==> src/rtl/ballot_session_ctrl.sv <==
// ballot_session_ctrl: one voter session for the 4-candidate voting machine.
// The officer arms a ballot and one candidate press is accepted and tallied.
// Further presses are then locked out for a hold time and until every button
// has been released.
module ballot_session_ctrl #(
   parameter int unsigned CNT_W    = 8,
   parameter int unsigned HOLD_CYC = 10,
   parameter int unsigned TMO_CYC  = 1000
) (
   input  logic             clk,
   input  logic             reset,
   input  logic             mode,
   input  logic             ballot_en,
   input  logic             clr_counts,
   input  logic             candidate1,
   input  logic             candidate2,
   input  logic             candidate3,
   input  logic             candidate4,
   output logic             any_valid_vote,
   output logic [3:0]       vote_sel,
   output logic             ballot_ready,
   output logic             busy,
   output logic             timeout_pulse,
   output logic             multi_err,
   output logic [CNT_W-1:0] recev_can1,
   output logic [CNT_W-1:0] recev_can2,
   output logic [CNT_W-1:0] recev_can3,
   output logic [CNT_W-1:0] recev_can4
);

   localparam int unsigned TMR_W  = $clog2(TMO_CYC);
   localparam int unsigned HOLD_W = (HOLD_CYC > 1) ? $clog2(HOLD_CYC) : 1;
   localparam logic [TMR_W-1:0]  TMR_LAST  = TMR_W'(TMO_CYC - 1);
   localparam logic [HOLD_W-1:0] HOLD_LAST = HOLD_W'(HOLD_CYC - 1);

   typedef enum logic [2:0] {
      IDLE     = 3'd0,
      ARMED    = 3'd1,
      RECORD   = 3'd2,
      LOCKOUT  = 3'd3,
      WAIT_REL = 3'd4
   } state_t;

   state_t            state_q, state_d;
   logic [TMR_W-1:0]  tmr_q, tmr_d;
   logic [HOLD_W-1:0] hold_q, hold_d;
   logic [3:0]        sel_d;
   logic              multi_d;
   logic              tmo_d;
   logic              clr_hit;
   logic [3:0]        buttons;
   logic              single_press;
   logic              multi_press;
   logic [CNT_W-1:0]  tally [4];

   assign buttons = {candidate4, candidate3, candidate2, candidate1};
   // A nonzero vector with a bit left after clearing its lowest set bit has two or more bits.
   assign multi_press  = (buttons & (buttons - 4'd1)) != 4'd0;
   assign single_press = (buttons != 4'd0) && !multi_press;

   assign recev_can1 = tally[0];
   assign recev_can2 = tally[1];
   assign recev_can3 = tally[2];
   assign recev_can4 = tally[3];

   // Next-state, timer and strobe decode for the session sequencer.
   always_comb begin
      state_d = state_q;
      tmr_d   = tmr_q;
      hold_d  = hold_q;
      sel_d   = vote_sel;
      multi_d = 1'b0;
      tmo_d   = 1'b0;
      clr_hit = 1'b0;
      case (state_q)
         IDLE: begin
            if (!mode && ballot_en) begin
               state_d = ARMED;
               tmr_d   = '0;
            end else if (mode && clr_counts) begin
               clr_hit = 1'b1;
            end
         end
         ARMED: begin
            // Timer parks at its last value so a multi-press on the expiry
            // cycle defers the timeout to the next cycle instead of wrapping.
            if (tmr_q != TMR_LAST) begin
               tmr_d = tmr_q + 1'b1;
            end
            if (mode) begin
               state_d = IDLE;
            end else if (single_press) begin
               state_d = RECORD;
               sel_d   = buttons;
            end else if (multi_press) begin
               multi_d = 1'b1;
            end else if (tmr_q == TMR_LAST) begin
               state_d = IDLE;
               tmo_d   = 1'b1;
            end
         end
         RECORD: begin
            state_d = LOCKOUT;
            hold_d  = '0;
         end
         LOCKOUT: begin
            if (hold_q == HOLD_LAST) begin
               state_d = WAIT_REL;
            end else begin
               hold_d = hold_q + 1'b1;
            end
         end
         WAIT_REL: begin
            if (buttons == 4'd0) begin
               state_d = IDLE;
            end
         end
         default: begin
            state_d = IDLE;
         end
      endcase
   end

   // State, timers and registered outputs (decoded from the next state).
   always_ff @(posedge clk or negedge reset) begin
      if (!reset) begin
         state_q        <= IDLE;
         tmr_q          <= '0;
         hold_q         <= '0;
         vote_sel       <= '0;
         any_valid_vote <= 1'b0;
         ballot_ready   <= 1'b0;
         busy           <= 1'b0;
         timeout_pulse  <= 1'b0;
         multi_err      <= 1'b0;
      end else begin
         state_q        <= state_d;
         tmr_q          <= tmr_d;
         hold_q         <= hold_d;
         vote_sel       <= sel_d;
         any_valid_vote <= (state_d == RECORD);
         ballot_ready   <= (state_d == ARMED);
         busy           <= (state_d == RECORD) || (state_d == LOCKOUT) ||
                           (state_d == WAIT_REL);
         timeout_pulse  <= tmo_d;
         multi_err      <= multi_d;
      end
   end

   // Tally counters: cleared on request, saturating increment at the end of RECORD.
   always_ff @(posedge clk or negedge reset) begin
      if (!reset) begin
         for (int unsigned i = 0; i < 4; i++) begin
            tally[i] <= '0;
         end
      end else if (clr_hit) begin
         for (int unsigned i = 0; i < 4; i++) begin
            tally[i] <= '0;
         end
      end else if (state_q == RECORD) begin
         for (int unsigned i = 0; i < 4; i++) begin
            if (vote_sel[i] && (tally[i] != '1)) begin
               tally[i] <= tally[i] + 1'b1;
            end
         end
      end
   end

endmodule

==> config.mk <==
export PLATFORM = sky130hd
export DESIGN_NAME = ballot_session_ctrl
export DESIGN_NICKNAME = d
export VERILOG_FILES = /design/src/rtl/ballot_session_ctrl.sv
export SDC_FILE = /design/constraint.sdc
export NUM_CORES = 1
export LEC_CHECK = 0
export ABC_CLOCK_PERIOD_IN_PS = 2200
export CAP_MARGIN = 20
export CORE_MARGIN = 1.5
export CORE_UTILIZATION = 53
export CTS_CLUSTER_DIAMETER = 150
export DETAILED_ROUTE_END_ITERATION = 7
export HOLD_SLACK_MARGIN = 0.15
export PLACE_DENSITY = 0.8
export SLEW_MARGIN = 20
export SYNTH_ARGS = -nofsm -noshare
export SYNTH_HDL_FRONTEND = slang
export SYNTH_SLANG_ARGS = --single-unit
==> constraint.sdc <==
create_clock -name clk -period 2.2 [get_ports clk]
set_input_delay 0.44 -clock clk [delete_from_list [all_inputs] [get_ports clk]]
set_output_delay 0.44 -clock clk [all_outputs]
set_load 0.05 [all_outputs]
; Word-level counts from Yosys, hierarchy flattened
; Index checks and enable logic that the tools add are counted.
[classes]
add_sub_neg = 7
mul = 0
div_mod_pow = 0
magnitude_cmp = 0
n_eq_ne = 18
shifts = 0
mux = 31
bitwise_logic = 2
reduce_logical = 29
[ops]
columns = cell, count
row1 = $mux W32, 2
row2 = $add A8 B1 Y8 const B, 4
row3 = $mux W8, 4
row4 = $ne A8 B8 Y1 const B, 4
row5 = $mux W3, 7
row6 = $mux W10, 2
row7 = $pmux W10 S2, 1
row8 = $pmux W3 S5, 1
row9 = $reduce_bool A2 Y1, 7
row10 = $eq A3 B2 Y1 const B, 4
row11 = $mux W1, 12
row12 = $add A10 B1 Y10 const B, 1
row13 = $eq A10 B10 Y1 const B, 1
row14 = $ne A10 B10 Y1 const B, 1
row15 = $reduce_and A2 Y1, 5
row16 = $pmux W4 S2, 1
row17 = $reduce_bool A4 Y1, 2
row18 = $logic_and A1 B1 Y1, 7
row19 = $eq A3 B1 Y1 const B, 2
row20 = $eq A3 B3 Y1 const B, 2
row21 = $ne A2 B2 Y1 const B, 3
row22 = $reduce_and A3 Y1, 2
row23 = $add A4 B1 Y4 const B, 1
row24 = $and A4 B4 Y4, 1
row25 = other kinds (8), 10
[word_totals]
ff_bits = 58
latch_bits = 0
ramBits = 0
rom_bits = 0
in_bits = 9
output_inout_bits = 41
elab_cells = 100
n_memories = 0

; Depth between registers and ports, before layout
[logic_depth]
depth_word = 11
depth_mapped = 6
ltp_nobuf = 6

; Least setup slack after synthesis
; OpenSTA, ideal clock, no wires.
[synth_path]
path_type = reg2reg
from = register tally (netlist bit recev_can4[0])
to = register tally (netlist bit recev_can4[7])
setup_ns = 0.132
arrival_ns = 1.770
required_time_ns = 2.068
slack_ns = 0.298
stages_incl_launch_ff = 6
path_buffers = 0
period_less_slack_ns = 1.902
cell_sequence = dfrtp_1 -> ha_1 -> and3_1 -> a2111oi_0 -> xnor2_1 -> nor2_1
[synth_between]
elab_chain_len = 4
elab_cells_between_ends = 8
cone_classes = add/sub: 1 / eq/ne: 1 / mux: 3 / reduce/logical: 3
[synth_rtl]
columns = item, line_no
row1 = start: declaration, 54  ; logic [CNT_W-1:0] tally [4];
row2 = start signal: indexed assignment, 163  ; tally[i] <= tally[i] + 1'b1;
row3 = $add A8 B1 Y8 / $ne A8 B8 Y1 (equally long branches), "163, 162"
row4 = $mux W8 / $logic_and A1 B1 Y1 (equally long branches), 162  ; if (vote_sel[i] && (tally[i] != '1)) begin
row5 = $mux W32 / $reduce_bool A2 Y1 (equally long branches), -
row6 = $mux W32 / $reduce_and A2 Y1 (equally long branches), -
; Parallel ways exist; a longest one is shown, timed or not. The select of a mux whose other input is x is not followed.
; A chain may end at the register's enable or synchronous reset.

; Final worst setup path
[layout_path]
from = register tally (netlist bit recev_can4[3])
to = output recev_can4[3]
[layout_rtl]
columns = item, line_no
row1 = end: declaration, 28  ; output logic [CNT_W-1:0] recev_can4
; No word-level cell between the ends.

==> impl_metrics.json <==
{
  "synth-seq-cells": 58,
  "worstPathRequired_ps": 1760,
  "drc": 0,
  "die_w_um": 78.1,
  "grt_remaining_overflow": 0,
  "period_minus_slack_ps": 2090,
  "peakVddDrop_uv": 736,
  "synth-main-ff-cell": "dfrtp_1",
  "setup_violations": 0,
  "place_congestion": 0.810,
  "final-hold-violation-count": 0,
  "drt_iter0_drc": 121,
  "path_delay_family": "buffers and inverters",
  "syn_area_mm2": 0.00299,
  "fillers": 453,
  "num_vias": 2559,
  "clkSlewWorstSetupHoldPaths_ps": 70,
  "worstPathMaxFanout": 7,
  "grtUsageMet3_pct": 4.77,
  "power_density_mw_per_mm2": 1300,
  "grt_max_degree": 59,
  "grt_pass1_vias": 2508,
  "max_freq_mhz": 477,
  "r2r-end": "recev_can3[7]",
  "worstSetupPathType": "reg -> out",
  "r2r_cells": 4,
  "cts_buffers": 9,
  "p_int_mw": 2.71,
  "portBuffers": 49,
  "antenna_violating_nets_post_route": 0,
  "fp.coreArea_mm2": 0.00547,
  "cts-resized-gates": 0,
  "max_cap_violations": 0,
  "switchingPower_mw": 2.23,
  "fin_skew_ps": 7.41,
  "cp-endpoint": "recev_can4[3]",
  "cp-start-kind": "flop",
  "wl_per_cell_um": 15.5,
  "wirelength_mm": 6.72,
  "power.share.sequential_pct": 37.0,
  "grt_first_pass_wirelength_mm": 11.4,
  "postCtsSetupBuffers": 0,
  "rsz0062_at_grt": "no",
  "drive_above_1_share_pct": 10.5,
  "r2r-start": "state_q[0]",
  "worst_hold_path_type": "reg -> reg",
  "firstDrtPassIters": 5,
  "met1_usage_pct": 28.6,
  "groute.usage.overall_pct": 24.0,
  "worst-path-stages": 1,
  "async_flop_share_pct": 100,
  "die-area_mm2": 0.00610,
  "dp_hpwl_mm": 4.77,
  "area_growth_pct": 26.9,
  "row_count": 27,
  "yosysUniqueCellTypes": 48,
  "synth_edf_count": 0,
  "syn_nets": 311,
  "grt_busiest_layer": "met2",
  "clk_latency_ps": 340,
  "p_leak_nw": 1.63,
  "syn_avg_cell_area_um2": 10.1,
  "cp.arrival_ps": 1650,
  "p_comb_share_pct": 44.6,
  "yosysSeqAreaShare_pct": 48.5,
  "fin_nets": 373,
  "start_util_pct": 54.7,
  "total_power_mw": 4.94,
  "crit_path_max_incr_delay_ps": 850,
  "slew_violations": 0,
  "clkPwrFrac_pct": 18.4,
  "max_slew.worst_pin.slew_ps": 656,
  "ioPinCount": 50,
  "cts_tree": "yes",
  "cp_num_buf_inv": 1,
  "crit_path_end_kind": "output pin",
  "met2_usage_pct": 41.4,
  "cts.sinks": 58,
  "final_util_pct": 69.4,
  "htreeDepth": 3,
  "path_cells": "clkdlybuf4s50_1",
  "netlist_instances": 295,
  "via_per_inst": 5.90,
  "r2r_slack_ps": 300,
  "crit_slowest_cell": "clkdlybuf4s50_1",
  "antenna_found_initial": 0,
  "cts_root_buf": "clkbuf_8",
  "die_h_um": 78.1,
  "yosysWarnings": 0,
  "fin_crit_sh_pct": 95.2,
  "switching_share_pct": 45.2,
  "relSlewSlack_pct": 56.0,
  "diodes": 0,
  "status": "completed",
  "critPathLaunch": "recev_can4[3]",
  "ctsLongestPathBuffers": 2,
  "cts_hold_buf": 1
}
[per-stage QoR]
stage	area (um2)	setup slack (ps)	instances	setup TNS, ps	hold slack [ps]
floorplan	2990	298	295	0	144
global placement	3600	-12.1	417	-46.6	466
detailed placement	3600	-58.0	417	-245	466
CTS	3800	100	434	0	527
global route	3800	40.6	434	0	570
finish	3800	105	434	0	533
[worst min path at each step]
stage          cells past startpoint  slack (ps)              to  startpoint
2_1_floorplan                      0         140  any_valid_vote       reset
3_3_place_gp                       2         470       hold_q[2]       reset
3_5_place_dp                       2         470       hold_q[2]       reset
4_1_cts                            1         530        tmr_q[0]    tmr_q[0]
5_1_grt                            1         570        tmr_q[0]    tmr_q[0]
6_report                           1         530        tmr_q[0]    tmr_q[0]
[power groups by stage]
stage	Sequential, mW	Clock, mW	Combinational, mW
after floorplan	2.48	0	0.799
after global placement	1.83	0	2.15
after detailed placement	1.84	0	2.21
after CTS	1.82	0.916	2.22
after global routing	1.89	0.960	2.37
final	1.83	0.906	2.20
[registers in the layout, summed over array words and instances, names as in the netlist]
signal,flops
any_valid_vote,1
ballot_ready,1
busy,1
hold_q,4
multi_err,1
recev_can1,8
recev_can2,8
recev_can3,8
recev_can4,8
state_q,3
timeout_pulse,1
tmr_q,10
vote_sel,4
[area by class of cell]
class                      instances  area (um2)  share of cell area [%]
timing repair buffer              60         583                    15.4
tap                               72        90.1                    2.37
inverter                           7        26.3                   0.692
sequential                        58        1450                    38.2
clock inverter                     2        10.0                   0.264
clock buffer                      14         173                    4.55
multi-input combinational        221        1460                    38.6
[synth_stat cells, types with 2 or more instances]
cell / instances / area [um2]
a211oi_1: 3 / 22.5
or4_1: 6 / 45.0
a21oi_1: 12 / 60.1
a22o_1: 4 / 35.0
and2_1: 2 / 12.5
xnor2_1: 4 / 35.0
nand2_1: 17 / 63.8
o211ai_1: 7 / 52.6
o21ai_0: 14 / 70.1
nand3_1: 20 / 100
and4bb_2: 2 / 25.0
or3_1: 6 / 37.5
xor2_1: 10 / 87.6
and3_1: 10 / 62.6
clkbuf_1: 5 / 18.8
buf_4: 2 / 15.0
ha_1: 7 / 87.6
o31ai_1: 12 / 90.1
nor4_1: 2 / 12.5
inv_1: 7 / 26.3
nor2b_1: 2 / 12.5
nor2_1: 26 / 97.6
o21ai_1: 2 / 10.0
a2111oi_0: 2 / 17.5
mux2_2: 4 / 45.0
nand2b_1: 6 / 37.5
nand4b_1: 2 / 17.5
dfrtp_1: 58 / 1450
nand4_1: 12 / 75.1
or2_2: 2 / 12.5
nor3_1: 5 / 25.0
mux2i_1: 6 / 60.1
[layer usage]
| metal | wire, um | vias to the layer above |
|---|---|---|
| met4 | 151 | 0 |
| met2 | 3320 | 69 |
| li1 | - | 1229 |
| met5 | 0 | - |
| met1 | 2910 | 1245 |
| met3 | 330 | 16 |
[cells in the final DEF (no fill, tap or decap), types with 3 or more instances in the layout]
master and n:
or3_1 6, inv_1 7, and3_1 10, or4_1 6, clkbuf_8 12, nand3_1 20
nand4_1 12, nor2_1 26, o21ai_0 14, a21oi_1 12, a211oi_1 3, xor2_1 10
a22o_1 4, buf_4 9, o31ai_1 12, mux2i_1 6, ha_1 7, o211ai_1 7
dfrtp_1 58, xnor2_1 4, nand2_1 17, nor3_1 5, clkdlybuf4s50_1 48, mux2_2 4
nand2b_1 6
[cell families after synthesis]
kind of cell,Yosys count,share of synthesized area [%]
AOI/OAI and AO/OA,63,14.3
xor gates and xnor gates,14,4.10
adders and majority gates,8,3.26
buffers and inverters,16,2.55
DFF,58,48.5
muxes,10,3.51
and+or+nand+nor,126,23.8
Note: power is estimated with default switching activity, not from simulation.
